## config.mk

```make
export PLATFORM = sky130hd
export DESIGN_NAME = inv_cipher_controller
export DESIGN_NICKNAME = d
export VERILOG_FILES = /design/src/rtl/inv_cipher_controller.sv
export SDC_FILE = /design/constraint.sdc
export NUM_CORES = 1
export LEC_CHECK = 0
export CORE_AREA = 2 2 349 351
export CTS_CLUSTER_DIAMETER = 50
export DETAILED_ROUTE_END_ITERATION = 8
export DIE_AREA = 0 0 351 353
export PLACE_DENSITY = 0.49
export SYNTH_ARGS = -nofsm -noshare
export SYNTH_HDL_FRONTEND = slang
export SYNTH_SLANG_ARGS = --single-unit
```

## constraint.sdc

```tcl
create_clock -name clk -period 2.5 [get_ports clk]
set_clock_uncertainty 0.05 [all_clocks]
set_input_delay 0.75 -clock clk [delete_from_list [all_inputs] [get_ports clk]]
set_output_delay 0.75 -clock clk [all_outputs]
set_load 0.005 [all_outputs]
```

## src/rtl/inv_cipher_controller.sv

```systemverilog
// Iterative AES-128 decryption sequencer: owns the cipher state register and steps it through
// InvShiftRows, InvSubBytes, AddRoundKey and InvMixColumns, one stage per clock.
module inv_cipher_controller #(
  parameter int unsigned NUM_ROUNDS = 10,
  parameter int unsigned IDX_W      = 4
) (
  input  logic             clk,
  input  logic             n_rst,
  input  logic             start,
  input  logic [127:0]     data_in,
  output logic [IDX_W-1:0] round_key_idx,
  input  logic [127:0]     round_key,
  input  logic             key_valid,
  output logic [127:0]     state_out,
  input  logic [127:0]     isr_result,
  input  logic [127:0]     isb_result,
  input  logic [127:0]     imc_result,
  output logic             busy,
  output logic             done,
  output logic [127:0]     block_out
);

  localparam logic [IDX_W-1:0] RoundsInit = IDX_W'(NUM_ROUNDS);

  typedef enum logic [2:0] {
    StIdle,
    StInitArk,
    StIsr,
    StIsb,
    StArk,
    StImc,
    StDone
  } fsm_e;

  fsm_e             fsm_q;
  logic [IDX_W-1:0] round_q;
  logic [127:0]     state_q;
  logic [127:0]     block_q;
  logic             busy_q;
  logic             done_q;
  logic [127:0]     ark_result;

  assign ark_result = state_q ^ round_key;

  always_ff @(posedge clk or negedge n_rst) begin
    if (!n_rst) begin
      fsm_q   <= StIdle;
      round_q <= RoundsInit;
      state_q <= '0;
      block_q <= '0;
      busy_q  <= 1'b0;
      done_q  <= 1'b0;
    end else begin
      done_q <= 1'b0;
      case (fsm_q)
        StIdle: begin
          if (start) begin
            state_q <= data_in;
            round_q <= RoundsInit;
            busy_q  <= 1'b1;
            fsm_q   <= StInitArk;
          end
        end
        StInitArk: begin
          if (key_valid) begin
            state_q <= ark_result;
            round_q <= round_q - IDX_W'(1);
            fsm_q   <= StIsr;
          end
        end
        StIsr: begin
          state_q <= isr_result;
          fsm_q   <= StIsb;
        end
        StIsb: begin
          state_q <= isb_result;
          fsm_q   <= StArk;
        end
        StArk: begin
          // A missing key freezes everything, including round_key_idx.
          if (key_valid) begin
            state_q <= ark_result;
            if (round_q != '0) begin
              fsm_q <= StImc;
            end else begin
              block_q <= ark_result;
              busy_q  <= 1'b0;
              done_q  <= 1'b1;
              fsm_q   <= StDone;
            end
          end
        end
        StImc: begin
          state_q <= imc_result;
          round_q <= round_q - IDX_W'(1);
          fsm_q   <= StIsr;
        end
        StDone: begin
          fsm_q <= StIdle;
        end
        default: begin
          fsm_q  <= StIdle;
          busy_q <= 1'b0;
        end
      endcase
    end
  end

  assign round_key_idx = round_q;
  assign state_out     = state_q;
  assign block_out     = block_q;
  assign busy          = busy_q;
  assign done          = done_q;

endmodule

```

-- After elaboration in Yosys (flattened, before gate mapping)
Index checks and enable logic that the tools add are counted.
- bits in read-only memories: 0
- latch bits: 0
- output and inout bits: 262
- memories kept: 0
- word-level logic and storage cells: 50
- memory bits (writable): 0
- input bits: 644
- bits in registers: 265
- muxes and demuxes: 18
- shift-type cells: 0
- $add $sub $neg: 1
- bitwise operators: 3
- $mul: 0
- reduce and logical (&&, ||, !) cells: 11
- order comparisons: 0
- divide/modulo/power cells: 0
- eq/ne operators: 11
- operator list (operator ; number):
    $pmux W128 S5 ; 1
    $mux W128 ; 2
    $xor A128 B128 Y128 ; 1
    $pmux W3 S6 ; 1
    $pmux W4 S3 ; 1
    $reduce_and A3 Y1 ; 4
    $eq A3 B3 Y1 const B ; 3
    $mux W3 ; 3
    $mux W4 ; 2
    $ne A2 B2 Y1 const B ; 4
    $eq A3 B2 Y1 const B ; 2
    $mux W1 ; 6
    $reduce_bool A5 Y1 ; 1
    $reduce_or A5 Y1 ; 1
    $reduce_and A4 Y1 ; 1
    $reduce_bool A4 Y1 ; 1
    $sub A4 B1 Y4 const B ; 1
    $eq A3 B1 Y1 const B ; 1
    $logic_not A3 Y1 ; 1
    $pmux W1 S3 ; 1
    $reduce_bool A3 Y1 ; 1
    $mux W2 ; 1
    $ne A2 B1 Y1 const B ; 1
    $not A1 Y1 ; 2
    $reduce_or A2 Y1 ; 1

-- Logic depth before layout (Yosys ltp)
Gate-level depths: netlist of the first run.
- word-level depth: 4
- gate-level depth with buffers: 8
- gate-level depth less buffers: 6

-- Worst setup path before layout of the first run
OpenSTA, ideal clock, no wires.
- path kind: register -> register
- from: register round_q[0] (netlist: round_key_idx[0])
- to: register block_q[100] (netlist: block_out[100])
- required time: 2.325 ns
- buffers on the path: 2
- path slack: 0.393 ns
- clock period less this slack: 2.107 ns
- stages on the path, launching flop included: 8
- arrival time: 1.932 ns
- setup time: 0.125 ns
- cells stage by stage: dfrtp_1 > inv_1 > ha_1 > or3b_4 > nor3_4 > buf_12 > buf_12 > mux2_4
- word-level cells in the longest chain between the ends: 3
- RTL lines (item ; RTL line ; source):
    from (decl) ; 36 ; logic [IDX_W-1:0] round_q;
    from (signal assigned) ; 48 ; round_q <= RoundsInit;
    from (signal assigned) ; 59 ; round_q <= RoundsInit;
    from (signal assigned) ; 67 ; round_q <= round_q - IDX_W'(1);
    $reduce_bool A4 Y1 ; 83 ; if (round_q != '0) begin
    $not A1 Y1 (no line) ; n/a ;
    $reduce_and A3 Y1 (no line) ; n/a ;
    to (signal assigned) ; 86 ; block_q <= ark_result;
    to (decl) ; 38 ; logic [127:0] block_q;
No other way between the ends.
A chain may end at the register's enable or synchronous reset.

-- Worst setup path in the final report of the first run
- from: register block_q[33] (netlist: block_out[33])
- to: output port block_out[33]
- RTL lines (item ; RTL line ; source):
    to (decl) ; 20 ; output logic [127:0] block_out
No word-level cell between the ends.

==> results.md, run 1 <==
- Die Width: 351 um
- Post-route design area: 32500 um2
- Crit path depth: 1
- WL/cell: 23.2 um
- HP Class: reg2reg
- I/O pin total: 906
- Global placer's final weighted congestion: 0.889
- Crit path max fanout: 2
- Final Hold Viols: 0
- CTS H-tree depth: 2
- Peak Freq: 410 MHz
- Starting DRT DRC Count: 1305
- Pin count of the biggest net entering global routing: 79
- Routed wire length: 109000 um
- Post-route non-filler standard cell count: 4692
- Final Max Slew Viols: 0
- Placed cell area: 30500 um2
- Leak: 13.5 nW
- Post-synth ARST share: 100%
- Hold path cells: 1
- Cells after Synth: 2076
- Vias in the first global route: 20900
- I/O Buffers: 905
- Crit-path cells: clkdlybuf4s50_1
- Buf+Inv Stages, Crit Path: 1
- Max_cap viols: 0
- Dpl cells: 4583
- Synth unique cells: 40
- Worst ir drop on vdd: 0.000593 V
- Syn. warnings: 0
- Post-synth net total: 2722
- Outcome: complete, no violations
- CP required: 1.70 ns
- Final-layout fill cell count: 13000
- Initial antenna violation count: 18
- CP arrival: 1.64 ns
- Root buffer cell: clkbuf_16
- EDFF count, synth: 0
- Chip height: 353 um
- Area Overhead vs Synth: 76.6%
- Most frequent cells in the layout: clkdlybuf4s50_1 (888), o21ai_0 (261), nand2_1 (260)
- Remaining Overflow, GRT: 0
- FF+latch count, synth: 265
- Design Power: 39.3 mW
- Worst-Margin Slew: 0.794 ns
- Clock Sinks: 265
- Setup-failing EPs final: 0
- Detail Route Antenna Nets: 0
- Crit Path Category: reg2out
- Post-layout nets: 3662
- Die area: 124000 um2
- Total negative slack: 0 ns
- DRT Pass-1 Iters: 5
- Mean Syn Cell Area: 8.86 um2
- Final hold slack: 0.435 ns
- CTS tree: yes
- Initial core utilization: 15.2%
- Commonest non-fill, non-tap cell in the layout: clkdlybuf4s50_1
- First-pass GRT wire length: 153000 um
- Synthesized cell area: 18400 um2
- Power per cell area: 1210 nW/um2
- CP delay by family, top: buffers and inverters
- Core Rows: 128
- Primary FF master, synth: dfrtp_1
- Worst skew pair latency: 0.63 ns
- Max_slew headroom: 46.9%
- Via/cell ratio: 4.41
- Core ar.: 121000 um2
- Share of layout cells above drive strength 1: 14.4%
- R2r worst-path depth: 7
- CTS Buffer Depth: 3
- Final worst-path cycle share: 97.7%
- RSZ-0062 raised after global routing: no
- Fin crit period: 2.44 ns
- GRT Resource Usage Total: 16.8%
- Post-route DRC: 0
- Worst-path clk slew: 0.05 ns
- Cts bufs inserted: 54
- Crit path launch type: register
- Multi-input logic area: 10700 um2
- Slowest CP cell: clkdlybuf4s50_1
- Sequential share of the synthesized area: 36.1%
- CP endpoint kind: output pin
- Vias: 20700
- Register area: 6660 um2
- CP max stage delay: 0.57 ns
- Post-detail-place hpwl: 83800 um
==> synth_stat cells (all sizes together), types with 6 or more instances <==
| cell | n | area [um2] |
|---|---|---|
| a21oi | 10 | 50.1 |
| a22o | 254 | 2220 |
| buf | 89 | 618 |
| clkbuf | 128 | 480 |
| dfrtp | 263 | 6580 |
| inv | 6 | 22.5 |
| mux2 | 128 | 1820 |
| nand2 | 261 | 980 |
| nand3 | 255 | 1280 |
| nand4 | 127 | 795 |
| nor2 | 10 | 37.5 |
| nor2b | 130 | 813 |
| o21ai | 261 | 1310 |
| xor2 | 128 | 1120 |
==> stage by stage <==
step	worst slack, ns	util, %
detailed placement	-0.288	25.3
floorplan	0.393	-
global placement	-0.279	25.3
CTS	0.000998	26.9
global route	0.0000643	26.9
finish	0.0583	26.9
==> state kept, by name, summed over array words and instances, names as in the netlist <==
signal and count:
round_key_idx 4, fsm_q 3, state_out 128, done 1, block_out 128, busy 1
==> worst paths after layout <==
| path | from | to | slack [ns] |
|---|---|---|---|
| setup / recovery | block_out[33] | block_out[33] | 0.06 |
| max in group asynchronous | n_rst | state_out[55] | 1.05 |
| hold reg to reg | block_out[125] | block_out[125] | 0.43 |
| min in group asynchronous | n_rst | block_out[2] | 0.59 |
| setup reg to reg | round_key_idx[0] | block_out[3] | 0.20 |
| hold / removal | block_out[125] | block_out[125] | 0.43 |
==> layout make-up <==
type                    instances  area share, %
diodes                          8         0.0617
clock buffers                  59           4.31
clock inverters                40           1.58
inverters                       6         0.0771
multi-input cells            1588           32.9
flip-flops and latches        265           20.5
well taps                    1625           6.26
repair buffers               1101           34.3
==> power breakdown <==
group	switching [mW]	internal (mW)	leakage, nW
Sequential	1.70	5.89	3.43
Combinational	13.0	11.0	9.14
Clock	2.86	4.83	0.909
Total	17.5	21.7	13.5
==> cell families (layout without fill, tap and decap cells) <==
kind of cell | count (synthesis) | after routing | synth area share [%]
other | 0 | 8 | 0
multiplexers | 128 | 128 | 9.88
buffers and inverters | 223 | 1206 | 6.10
flip-flops | 265 | 265 | 36.1
AND/OR/NAND/NOR | 792 | 792 | 21.6
AO/OA/AOI/OAI | 536 | 536 | 20.0
XOR/XNOR | 130 | 130 | 6.19
adder cells (fa/ha/maj) | 2 | 2 | 0.136
==> what timing repair did <==
action | in CTS | in global routing
hold buffers | 1 | 0
hold endpoints to repair | 26 | 0
setup endpoints to repair | 23 | 1
resized for setup | 26 | 1
setup buffers | 1 | 0
==> metal layers <==
metal,GRT usage [%],part of all wire [%],up-vias
met5,0,0.057,-
met4,6.42,3.5,10
met3,3.74,7.4,165
met2,27.3,46,900
met1,21.6,43,10100
li1,-,-,9458
(Power assumes the default switching activity.)
==> run 2, diff against run 1 <==
--- a/config.mk
+++ b/config.mk
@@ -5,11 +5,15 @@
 export SDC_FILE = /design/constraint.sdc
 export NUM_CORES = 1
 export LEC_CHECK = 0
-export CORE_AREA = 2 2 349 351
+export ABC_AREA = 1
+export ABC_CLOCK_PERIOD_IN_PS = 2500
+export CELL_PAD_IN_SITES_DETAIL_PLACEMENT = 2
+export CELL_PAD_IN_SITES_GLOBAL_PLACEMENT = 2
+export CORE_AREA = 2 2 357 359
 export CTS_CLUSTER_DIAMETER = 50
 export DETAILED_ROUTE_END_ITERATION = 8
-export DIE_AREA = 0 0 351 353
-export PLACE_DENSITY = 0.49
+export DIE_AREA = 0 0 359 361
+export PLACE_DENSITY = 0.71
 export SYNTH_ARGS = -nofsm -noshare
 export SYNTH_HDL_FRONTEND = slang
 export SYNTH_SLANG_ARGS = --single-unit
==> results.md, run 2 <==
- Outcome: complete, no violations
- RSZ-0062 raised after global routing: no
- Area contributors post-synth: dfrtp_1 (38%), nand2_1 (17%), nor2_1 (11%), nand3_1 (7.0%), xor2_1 (6.5%)
- Routed wire length: 119000 um
- Worst ir drop on vdd: 0.000520 V
- Cells after Synth: 2688
- Final Max Slew Viols: 0
- Commonest cells in the netlist: nand2_1 (780), nor2_1 (518), inv_1 (267)
- Post-synth top area share: 37.6%
- Most frequent cell after synthesis: nand2_1
- Most frequent cells in the layout: clkdlybuf4s50_1 (856), nand2_1 (778), nor2_1 (517)
- Worst-Margin Slew: 0.555 ns
- CTS Buffer Depth: 3
- Syn. warnings: 0
- WL/cell: 22.5 um
- First-pass GRT wire length: 171000 um
- CP max stage delay: 0.60 ns
- Setup-failing EPs final: 0
- Post-route DRC: 0
- Sequential share of the synthesized area: 37.9%
- Die Width: 359 um
- CTS tree: yes
- Max_slew headroom: 63.0%
- FF+latch count, synth: 265
- Initial core utilization: 14.0%
- Leak: 14.5 nW
- Yosys top cell by area: dfrtp_1
- CP delay by family, top: buffers and inverters
- Total negative slack: 0 ns
- CP arrival: 1.64 ns
- Synthesized cell area: 17500 um2
- Power per cell area: 1280 nW/um2
- Detail Route Antenna Nets: 0
- HP Class: reg2reg
- Buf+Inv Stages, Crit Path: 1
- Share of layout cells above drive strength 1: 6.94%
- Final-layout fill cell count: 14600
- Final worst-path cycle share: 97.5%
- Via/cell ratio: 4.09
- Crit-path cells: clkdlybuf4s50_1
- Global placer's final weighted congestion: 0.865
- Starting DRT DRC Count: 787
- Core ar.: 125000 um2
- Commonest non-fill, non-tap cell in the layout: clkdlybuf4s50_1
- CTS H-tree depth: 2
- Max_cap viols: 0
- CP required: 1.70 ns
- EDFF count, synth: 0
- Vias: 21700
- Design Power: 40.1 mW
- I/O pin total: 906
- I/O Buffers: 905
- Die area: 130000 um2
- Crit path max fanout: 3
- Peak Freq: 410 MHz
- Synth unique cells: 24
- Mean Syn Cell Area: 6.52 um2
- Area Overhead vs Synth: 78.3%
- Root buffer cell: clkbuf_16
- Initial antenna violation count: 26
- Primary FF master, synth: dfrtp_1
- Crit Path Category: reg2out
- GRT Resource Usage Total: 17.9%
- Chip height: 361 um
- Multi-input logic area: 9020 um2
- Clock Sinks: 265
- Post-detail-place hpwl: 95400 um
- Worst skew pair latency: 0.65 ns
- DRT Pass-1 Iters: 5
- Pin count of the biggest net entering global routing: 79
- Worst-path clk slew: 0.05 ns
- Cts bufs inserted: 57
- Register area: 6660 um2
- CP endpoint kind: output pin
- Post-layout nets: 4229
- R2r setup slk: 0.35 ns
- Final Hold Viols: 0
- Core Rows: 130
- Vias in the first global route: 24000
- Post-synth net total: 3334
- Slowest CP cell: clkdlybuf4s50_1
- Remaining Overflow, GRT: 0
- Fin crit period: 2.44 ns
- Crit path launch type: register
- Post-synth ARST share: 100%
[run 2: final cells by class]
cell class	instances	share of cell area, %
Inverter	268	3.24
Tap cell	1650	6.61
Antenna cell	15	0.120
Timing Repair Buffer	1022	33.4
Sequential cell	265	21.3
Multi-Input combinational cell	1969	28.9
Clock buffer	64	4.75
Clock inverter	44	1.71
[run 2: through the flow]
step                area, um2  utilization, %  cells  setup slack (ns)  hold WS, ns
floorplan               17500               -   2688             0.772        0.404
global placement        29200            23.3   5168            0.0803        0.422
detailed placement      29200            23.3   5168         -0.000654        0.442
CTS                     31200            24.9   5282         0.0000809        0.467
global route            31200            24.9   5294          0.000443        0.494
finish                  31200            24.9   5297            0.0621        0.454
[run 2: what timing repair did]
action	CTS	global route
gates resized for setup	54	4
cloned	0	0
buffers inserted	5	0
setup endpoints to repair	53	4
endpoints found under the hold margin	4	0
hold buffers	1	0
[run 2: kinds of logic (layout without fill, tap and decap cells)]
logic type	Yosys count	after routing	synth area share (%)
buffers and inverters	454	1398	11.0
DFF	265	265	37.9
xor gates and xnor gates	130	130	6.50
and+or+nand+nor	1699	1699	40.6
adders and majority gates	2	2	0.143
AOI/OAI and AO/OA	138	138	3.95
other	0	15	0
[run 2: worst paths after layout]
| path | startpoint | to | cells after the start |
|---|---|---|---|
| worst max-delay path | state_out[92] | state_out[92] | 1 |
| worst min-delay path | busy | busy | 2 |
| worst max register to register | fsm_q[2] | state_out[16] | 8 |
| worst min register to register | busy | busy | 2 |
| max in group asynchronous | n_rst | block_out[9] | 4 |
| min in group asynchronous | n_rst | fsm_q[1] | 2 |
[run 2: power by group]
| part | leakage, nW | switching (mW) | total (mW) | internal, mW |
|---|---|---|---|---|
| clock | 0.966 | 2.98 | 8.05 | 5.07 |
| sequential | 3.08 | 2.06 | 8.69 | 6.63 |
| combinational | 10.4 | 13.8 | 23.3 | 9.59 |
| total | 14.5 | 18.8 | 40.1 | 21.3 |
[run 2: per-layer routing]
| layer | share of wire, % | routed length (um) | global-route usage (%) |
|---|---|---|---|
| met1 | 41 | 48500 | 20.8 |
| met2 | 50 | 59300 | 31.7 |
| met3 | 5.8 | 6970 | 4.67 |
| met4 | 3.7 | 4370 | 6.35 |
| met5 | 0.10 | 122 | 0 |
